===== config.mk =====
export PLATFORM = sky130hd
export DESIGN_NAME = pe_st_unit_flow_control
export DESIGN_NICKNAME = d
export VERILOG_FILES = /design/src/rtl/pe_st_unit_flow_control.sv
export SDC_FILE = /design/constraint.sdc
export NUM_CORES = 1
export LEC_CHECK = 0
export BUFFER_PORTS_ARGS = -buffer_cell sky130_fd_sc_hd__buf_2
export CAP_MARGIN = 20
export CORE_MARGIN = 1
export CORE_UTILIZATION = 40
export DETAILED_ROUTE_END_ITERATION = 7
export PLACE_DENSITY_LB_ADDON = 0.1
export SLEW_MARGIN = 20
export SYNTH_ARGS = -nofsm -noshare
export SYNTH_HDL_FRONTEND = slang
export SYNTH_SLANG_ARGS = --single-unit

===== constraint.sdc =====
create_clock -name clk -period 5.3 [get_ports clk]
set_input_delay 1.06 -clock clk [delete_from_list [all_inputs] [get_ports clk]]
set_output_delay 1.06 -clock clk [all_outputs]
set_load 0.05 [all_outputs]

===== src/rtl/pe_st_unit_flow_control.sv =====
// Store-side memory unit flow control for a PE.
// Captures one store per instruction into a FIFO and drains it to data memory.
module pe_st_unit_flow_control #(
  parameter int DATA_W     = 32,
  parameter int ADDR_W     = 10,
  parameter int FIFO_DEPTH = 4
) (
  input  logic                          clk,
  input  logic                          rst,
  input  logic                          st_en,
  input  logic [ADDR_W-1:0]             st_addr,
  input  logic                          instr_done,
  input  logic                          func_unit_rdy,
  input  logic [DATA_W-1:0]             func_unit_data,
  output logic                          memory_unit_rdy,
  output logic                          mem_wr_req,
  output logic [ADDR_W-1:0]             mem_wr_addr,
  output logic [DATA_W-1:0]             mem_wr_data,
  input  logic                          mem_wr_gnt,
  output logic [$clog2(FIFO_DEPTH):0]   st_occupancy,
  output logic                          st_idle
);

  localparam int PW = $clog2(FIFO_DEPTH);
  localparam int CW = PW + 1;

  logic [PW-1:0]     wr_ptr;
  logic [PW-1:0]     rd_ptr;
  logic [CW-1:0]     count;
  logic              captured;
  logic              full;
  logic              empty;
  logic              push;
  logic              pop;
  logic [ADDR_W-1:0] addr_q [FIFO_DEPTH];
  logic [DATA_W-1:0] data_q [FIFO_DEPTH];

  // Handshake decode; full only looks at the registered count
  always_comb begin
    full  = (count == CW'(FIFO_DEPTH));
    empty = (count == '0);
    push  = st_en & func_unit_rdy & ~captured & ~full;
    pop   = ~empty & mem_wr_gnt;
  end

  // One capture per instruction; retire clears the guard
  always_ff @(posedge clk or negedge rst) begin
    if (!rst) begin
      captured <= 1'b0;
    end else if (instr_done) begin
      captured <= 1'b0;
    end else if (push) begin
      captured <= 1'b1;
    end
  end

  // Queue storage written at the tail
  always_ff @(posedge clk or negedge rst) begin
    if (!rst) begin
      for (int i = 0; i < FIFO_DEPTH; i++) begin
        addr_q[i] <= '0;
        data_q[i] <= '0;
      end
    end else if (push) begin
      addr_q[wr_ptr] <= st_addr;
      data_q[wr_ptr] <= func_unit_data;
    end
  end

  // Circular pointers wrap naturally at power-of-two depth
  always_ff @(posedge clk or negedge rst) begin
    if (!rst) begin
      wr_ptr <= '0;
      rd_ptr <= '0;
    end else begin
      if (push) wr_ptr <= wr_ptr + PW'(1);
      if (pop)  rd_ptr <= rd_ptr + PW'(1);
    end
  end

  // Occupancy tracks push/pop balance
  always_ff @(posedge clk or negedge rst) begin
    if (!rst) begin
      count <= '0;
    end else begin
      unique case ({push, pop})
        2'b10:   count <= count + CW'(1);
        2'b01:   count <= count - CW'(1);
        default: count <= count;
      endcase
    end
  end

  // Head of queue drives the memory write port
  always_comb begin
    memory_unit_rdy = push;
    mem_wr_req      = ~empty;
    mem_wr_addr     = addr_q[rd_ptr];
    mem_wr_data     = data_q[rd_ptr];
    st_occupancy    = count;
    st_idle         = empty & ~push;
  end

  a_rdy_src: assert property (@(posedge clk) disable iff (!rst)
    memory_unit_rdy |-> (st_en & func_unit_rdy));

  a_req_hold: assert property (@(posedge clk) disable iff (!rst)
    (mem_wr_req & ~pop) |=> mem_wr_req);

  a_occ_max: assert property (@(posedge clk) disable iff (!rst)
    st_occupancy <= CW'(FIFO_DEPTH));

endmodule

==> impl_metrics.tcl, run 1 <==
set metrics [dict create \
    status "finished, final reports clean" \
    slowest_stage "dfrtp_2" \
    syn2layout_area_growth_pct 15.5 \
    grt.overflow.total 0 \
    syn_inst 447 \
    max_cap_violations 0 \
    gp_congestion 0.704 \
    yosysSeqAreaShare_pct 56.4 \
    rr_startpoint "st_occupancy[0]" \
    fin_crit_sh_pct 65.9 \
    post_cts_resized 0 \
    synth_top_family_by_area "multiplexers" \
    numCtsBuffers 17 \
    synth_area_um2 7810 \
    yosysMostFrequentCell "dfrtp_1" \
    min-delay-start "addr_q[12]" \
    nets 595 \
    rsz0062_at_grt "false" \
    die_h_um 142 \
    netlist_top_cells_count "dfrtp_1, mux2_2, mux4_2" \
    layout-drive-gt1-share_pct 59.9 \
    max_freq_ghz 0.286 \
    setup_viol 0 \
    syn_nets 501 \
    synth-xor-area-share_pct 0.673 \
    final_core_util_pct 47.8 \
    whs_endpoint "addr_q[12]" \
    r2r-end "st_occupancy[2]" \
    synth_top_area_cell "dfrtp_1" \
    design.die.area_um2 20100 \
    clk_latency_ps 420 \
    groute.usage.overall_pct 16.9 \
    cts_sinks 176 \
    routed_via_density 5.12 \
    cts_tree "yes" \
    synth_area_leaders "dfrtp_1, mux2_2, mux4_2" \
    grt_max_degree 111 \
    max_stage_delay_ps 1080 \
    numPortBuffers 95 \
    crit_type "reg -> out" \
    fill_cells 1699 \
    fp.dieW_um 142 \
    synthSimpleGateAreaFrac_pct 1.86 \
    design.core.area_um2 18900 \
    start_util_pct 41.3 \
    synth_ff_type "dfrtp_1" \
    antenna_found_initial 1 \
    slew_viol_final 0 \
    finalClockSkew_ps 7.07 \
    wirelength_um 15600 \
    dr.pass1.iters 4 \
    cts_setup_buffers 0 \
    root_buffer "clkbuf_16" \
    crit_chain "buf_4 -> mux4_2 -> buf_2" \
    dpl_cell_area_um2 8450 \
    fin_area_um2 9020 \
    fin_crit_ps 3490 \
    drt_iter0_drc 257 \
    synthMuxAreaShare_pct 36.6 \
    critPathCaptureType "output port" \
    max-slew-margin-rel_pct 28.3 \
    syn_area_per_cell_um2 17.5 \
    vias 4175 \
    synth_compound_area_share_pct 0.144 \
    h-tree-depth 4 \
    row_count 50 \
    cp.arrival_ps 2430 \
    crit_required_ps 4240 \
    synthArstFlopShare_pct 100 \
    yosysWarnings 0 \
    ys_seq_elements 176 \
    ys_types 23 \
    ant_nets 0 \
    synth-edff-count 0 \
    cp-start-kind "flip-flop" \
    hold_path_depth 1 \
    crit_family "flip-flops" \
    path_buf_inv 2 \
    grt_pass1_wl_um 25500 \
    ctsLongestPathBuffers 2 \
    wl_per_cell_um 19.1 \
    yosysTopAreaCellShare_pct 56.4 \
    pin_count 96 \
    critPathMaxFanout 35 \
    place_hpwl_um 9020 \
    finalHoldViolCount 0 \
    ff2ff_path_depth 8 \
    clkTransAtPathRegs_ps 60 \
    worst-r2r-setup-slack_ps 2990 \
    drc 0 \
    worst_pin_slew_ps 1080 \
    tns_ps 0 \
    synthAdderAreaFrac_pct 1.06 \
    hp-class "reg -> reg" \
    first_global_vias 4668 \
    cts_hold_buf 0 \
]
## worst reg2reg max path, cell delays in order, from the launching register on
cell	delay, ps
dfrtp_1	460
nor3b_4	470
or3_1	250
ha_1	210
inv_1	60
fa_1	370
xor2_1	150
nor2_1	110
xor2_1	160
## kinds of logic after synthesis
kind of cell / count (synthesis)
XOR/XNOR: 6
flip-flops: 176
multiplexers: 212
AND/OR/NAND/NOR: 11
buffers and inverters: 34
adder cells (fa/ha/maj): 6
AO/OA/AOI/OAI: 2
## worst max path at each step
stage,depth (start not counted),startpoint,slack (ps),endpoint
6_report,3,rd_ptr[1],1810,mem_wr_data[13]
4_1_cts,3,rd_ptr[1],1770,mem_wr_data[13]
2_1_floorplan,2,st_occupancy[0],2050,st_idle
3_3_place_gp,5,st_en,2050,memory_unit_rdy
5_1_grt,2,rd_ptr[0],1720,mem_wr_data[8]
3_5_place_dp,5,st_en,2010,memory_unit_rdy
## state kept, by name, indices dropped and copies added (netlist names)
| signal | count |
|---|---|
| data_q | 128 |
| addr_q | 40 |
| st_occupancy | 3 |
| rd_ptr | 2 |
| wr_ptr | 2 |
| captured | 1 |
## final cells by class
type / instances / area [um^2] / area share, %
inverter: 7 / 26.3 / 0.291
clock buffer: 24 / 492 / 5.45
sequential: 176 / 4410 / 48.9
multi-input combinational: 237 / 3150 / 34.9
tap: 260 / 325 / 3.61
clock inverter: 8 / 80.1 / 0.888
timing repair buffer: 102 / 537 / 5.95
antenna: 1 / 2.50 / 0.0277
## layer usage
metal | track usage [%] | part of all wire (%)
met4 | 6.23 | 1.8
met2 | 26.8 | 48
met3 | 3.85 | 3.8
met1 | 22.9 | 46
met5 | 0 | 0
## cells in the final DEF (no fill, tap or decap), drive strengths merged
| cell | Yosys | routed |
|---|---|---|
| nor3b | 1 | 1 |
| buf | 22 | 101 |
| or3 | 2 | 2 |
| mux2 | 169 | 169 |
| dfrtp | 176 | 176 |
| clkinv | 0 | 4 |
| fa | 1 | 1 |
| mux2i | 1 | 1 |
| a31oi | 1 | 1 |
| nor4b | 4 | 4 |
| clkbuf | 5 | 25 |
| nand3 | 1 | 1 |
| xnor2 | 3 | 3 |
| nand2 | 1 | 1 |
| inv | 7 | 7 |
| and2 | 1 | 1 |
| xor2 | 3 | 3 |
| diode | 0 | 1 |
| nor2 | 1 | 1 |
| clkinvlp | 0 | 3 |
| a21oi | 1 | 1 |
| mux4 | 42 | 42 |
| bufinv | 0 | 1 |
| ha | 5 | 5 |
## metrics by stage
step / setup WS (ps) / hold slack, ps / instances
floorplan: 2050 / 452 / 447
global placement: 2050 / 463 / 782
detailed placement: 2010 / 469 / 782
CTS: 1770 / 485 / 814
global route: 1720 / 498 / 815
finish: 1810 / 477 / 815
Power of run 1 is left out: the tool's default activity adds up to more than one toggle a clock period on the data nets, which glitch-free logic cannot reach.
==> run 2, diff against run 1 <==
- clock period: 5.3 -> 2.8 ns (I/O delays scaled with it)
==> impl_metrics.tcl, run 2 (synthesized netlist as in run 1, its figures left out) <==
set metrics [dict create \
    wl_per_cell_um 19.0 \
    cts_tree "yes" \
    groute.usage.overall_pct 17.2 \
    reg_top3 "data_q (128), addr_q (40), st_occupancy (3)" \
    slowest_stage "dfrtp_2" \
    fin_crit_ps 2450 \
    gp_congestion 0.715 \
    die_h_um 142 \
    numCtsBuffers 17 \
    vias 4193 \
    crit_family "flip-flops" \
    hp-class "in -> async" \
    layout-drive-gt1-share_pct 60.9 \
    wirelength_um 15600 \
    tns_ps 0 \
    design.die.area_um2 20100 \
    place_hpwl_um 9500 \
    pin_count 96 \
    worst_pin_slew_ps 477 \
    ctsLongestPathBuffers 2 \
    finalClockSkew_ps 5.22 \
    layout_commonest_cell "dfrtp_1" \
    crit_required_ps 2240 \
    layoutNonFillerInstCount 820 \
    start_util_pct 41.3 \
    regArea_um2 4410 \
    nets 603 \
    place_inst 790 \
    clk_latency_ps 420 \
    final_core_util_pct 48.2 \
    status "finished, final reports clean" \
    fin_crit_sh_pct 87.5 \
    finalHoldViolCount 0 \
    grt.overflow.total 0 \
    setup_viol 0 \
    row_count 50 \
    fill_cells 1680 \
    critPathMaxFanout 22 \
    cts_setup_buffers 0 \
    syn2layout_area_growth_pct 16.7 \
    path_buf_inv 2 \
    rsz0062_at_grt "false" \
    largest_reg_flops 128 \
    antenna_found_initial 0 \
    routed_via_density 5.11 \
    grt_max_degree 86 \
    n_antenna_cell 0 \
    crit_type "reg -> out" \
    grt_pass1_wl_um 25700 \
    max_freq_ghz 0.408 \
    regMostFlops "data_q" \
    max_cap_violations 0 \
    cts_hold_buf 0 \
    h-tree-depth 4 \
    drt_iter0_drc 145 \
    critPathCaptureType "output port" \
    cts_sinks 176 \
    ant_nets 0 \
    cp.arrival_ps 1890 \
    max-slew-margin-rel_pct 68.2 \
    crit_chain "buf_12 -> mux4_2 -> buf_2" \
    numPortBuffers 95 \
    max_stage_delay_ps 630 \
    cp-start-kind "flip-flop" \
    post_cts_resized 0 \
    multi_input_area_um2 3150 \
    drc 0 \
    final_cell_mix "dfrtp_1, mux2_2, buf_2" \
    fp.dieW_um 142 \
    design.core.area_um2 18900 \
    clkTransAtPathRegs_ps 60 \
    dr.pass1.iters 4 \
    root_buffer "clkbuf_16" \
    first_global_vias 4656 \
    slew_viol_final 0 \
]
==> run 2: changes by cell type in the layout (fill, tap and decap cells not counted) <==
cell	previous run	this run
bufinv_16	1	0
buf_4	7	9
buf_6	0	1
clkinv_2	2	5
buf_12	0	6
clkbuf_8	5	3
diode_2	1	0
clkbuf_1	3	0
==> run 2: final cells by class <==
| cell class | instances | share of cell area, % |
|---|---|---|
| Clock buffer | 20 | 5.12 |
| Tap cell | 260 | 3.57 |
| Multi-Input combinational cell | 237 | 34.6 |
| Inverter | 7 | 0.288 |
| Clock inverter | 10 | 0.714 |
| Timing Repair Buffer | 110 | 7.35 |
| Sequential cell | 176 | 48.4 |
==> run 2: through the flow <==
stage	worst slack, ps	instance area (um^2)	hold slack, ps
after CTS	302	9110	75.5
after global routing	254	9110	93.0
after global placement	593	8580	462
final	350	9110	67.0
after floorplan	50.0	7810	264
after detailed placement	515	8580	472
==> run 2: final timing paths <==
path / start / cells past startpoint / slack, ps / end
worst min-delay path: rst / 1 / 70 / data_q[66]
max in group asynchronous: rst / 2 / 1920 / data_q[12]
worst min register to register: data_q[62] / 1 / 480 / data_q[62]
worst max-delay path: rd_ptr[1] / 3 / 350 / mem_wr_data[10]
worst max register to register: st_occupancy[0] / 8 / 500 / st_occupancy[2]
min in group clk: instr_done / 2 / 280 / captured
==> run 2: routing by layer <==
| layer | track usage, % | wire length [um] | vias up |
|---|---|---|---|
| met5 | 0 | 0 | - |
| met4 | 5.38 | 226 | 0 |
| met3 | 4.83 | 620 | 15 |
| met2 | 26.6 | 7540 | 72 |
| met1 | 23.5 | 7180 | 2242 |
| li1 | - | - | 1864 |
Power of run 2 is left out for the same reason.
==> run 3, diff against run 2 <==
- CORE_UTILIZATION: 40 -> 44
- RECOVER_POWER: default -> 25
==> impl_metrics.tcl, run 3 (synthesized netlist as in run 1, its figures left out) <==
set metrics [dict create \
    status "finished, final reports clean" \
    numCtsBuffers 17 \
    drt_iter0_drc 130 \
    dp_slack_ps 521 \
    worst_pin_slew_ps 1310 \
    fp.dieW_um 135 \
    setup_ws_ps 111 \
    row_count 48 \
    drc 0 \
    wl_per_cell_um 19.4 \
    place_hpwl_um 9440 \
    h-tree-depth 4 \
    groute.usage.overall_pct 18.5 \
    routed_via_density 5.32 \
    design.core.area_um2 17300 \
    cp.arrival_ps 2130 \
    cts_setup_buffers 0 \
    hp-class "in -> reg" \
    max_cap_violations 0 \
    finalClockSkew_ps 6.07 \
    max_freq_ghz 0.372 \
    numPortBuffers 95 \
    grt_pass1_wl_um 25300 \
    fin_crit_sh_pct 96.0 \
    start_util_pct 45.2 \
    cts_tree "yes" \
    die_h_um 135 \
    gp_congestion 0.710 \
    design.die.area_um2 18300 \
    layout-drive-gt1-share_pct 60.6 \
    pin_count 96 \
    fill_cells 1423 \
    clk_latency_ps 420 \
    regMostFlops "data_q" \
    cp-start-kind "flip-flop" \
    cts_sinks 176 \
    grt.overflow.total 0 \
    nets 605 \
    grt_max_degree 54 \
    clkTransAtPathRegs_ps 60 \
    wirelength_um 15300 \
    cts_hold_buf 0 \
    tns_ps 0 \
    largest_reg_flops 128 \
    syn2layout_area_growth_pct 17.8 \
    layoutNonFillerInstCount 789 \
    reg_top3 "data_q (128), addr_q (40), st_occupancy (3)" \
    crit_type "reg -> out" \
    slew_viol_final 0 \
    critPathMaxFanout 16 \
    setup_viol 0 \
    dpl_cell_area_um2 8560 \
    vias 4199 \
    crit_required_ps 2240 \
    max-slew-margin-rel_pct 12.4 \
    ant_nets 0 \
    post_cts_resized 0 \
    dr.pass1.iters 4 \
    fin_crit_ps 2690 \
    root_buffer "clkbuf_16" \
    ctsLongestPathBuffers 2 \
    layout_commonest_cell "dfrtp_1" \
    rsz0062_at_grt "false" \
    final_cell_mix "dfrtp_1, mux2_2, buf_2" \
    place_inst 757 \
    finalHoldViolCount 0 \
    first_global_vias 4643 \
    fin_area_um2 9200 \
    antenna_found_initial 1 \
    critPathCaptureType "output port" \
]
run 3: worst max-delay path, stage by stage (launching register included):
cell,delay [ps]
dfrtp_4,650
buf_4,290
mux4_2,540
buf_2,230
run 3: area by class of cell:
class | instances | area [um^2] | area share, %
Antenna cell | 1 | 2.50 | 0.0272
Inverter | 7 | 26.3 | 0.286
Clock inverter | 9 | 179 | 1.94
Clock buffer | 22 | 484 | 5.26
Timing Repair Buffer | 112 | 668 | 7.26
Multi-Input combinational cell | 237 | 3150 | 34.2
Sequential cell | 176 | 4410 | 47.9
Tap cell | 225 | 282 | 3.06
run 3: path summary, 6_finish.rpt:
path / slack (ps) / start / end / cells past startpoint
worst min register to register: 480 / addr_q[10] / addr_q[10] / 1
worst min-delay path: 280 / instr_done / captured / 2
max in group asynchronous: 540 / rst / data_q[29] / 2
worst max-delay path: 110 / rd_ptr[0] / mem_wr_data[21] / 3
worst max register to register: 490 / st_occupancy[0] / st_occupancy[2] / 8
min in group asynchronous: 430 / rst / data_q[101] / 1
run 3: per-layer routing:
metal | wire length [um] | GRT usage, % | share of wire, % | up-vias
li1 | - | - | - | 1872
met1 | 7090 | 24.8 | 46 | 2240
met2 | 7450 | 29.2 | 49 | 68
met3 | 562 | 4.49 | 3.7 | 17
met4 | 199 | 6.62 | 1.3 | 2
met5 | 13 | 0 | 0.085 | -
run 3: metrics by stage:
stage	util, %	hold WS [ps]
final	53.2	281
after global routing	53.2	266
after CTS	53.3	91.6
after detailed placement	49.5	472
after global placement	49.5	463
after floorplan	-	264
Power of run 3 is left out for the same reason.
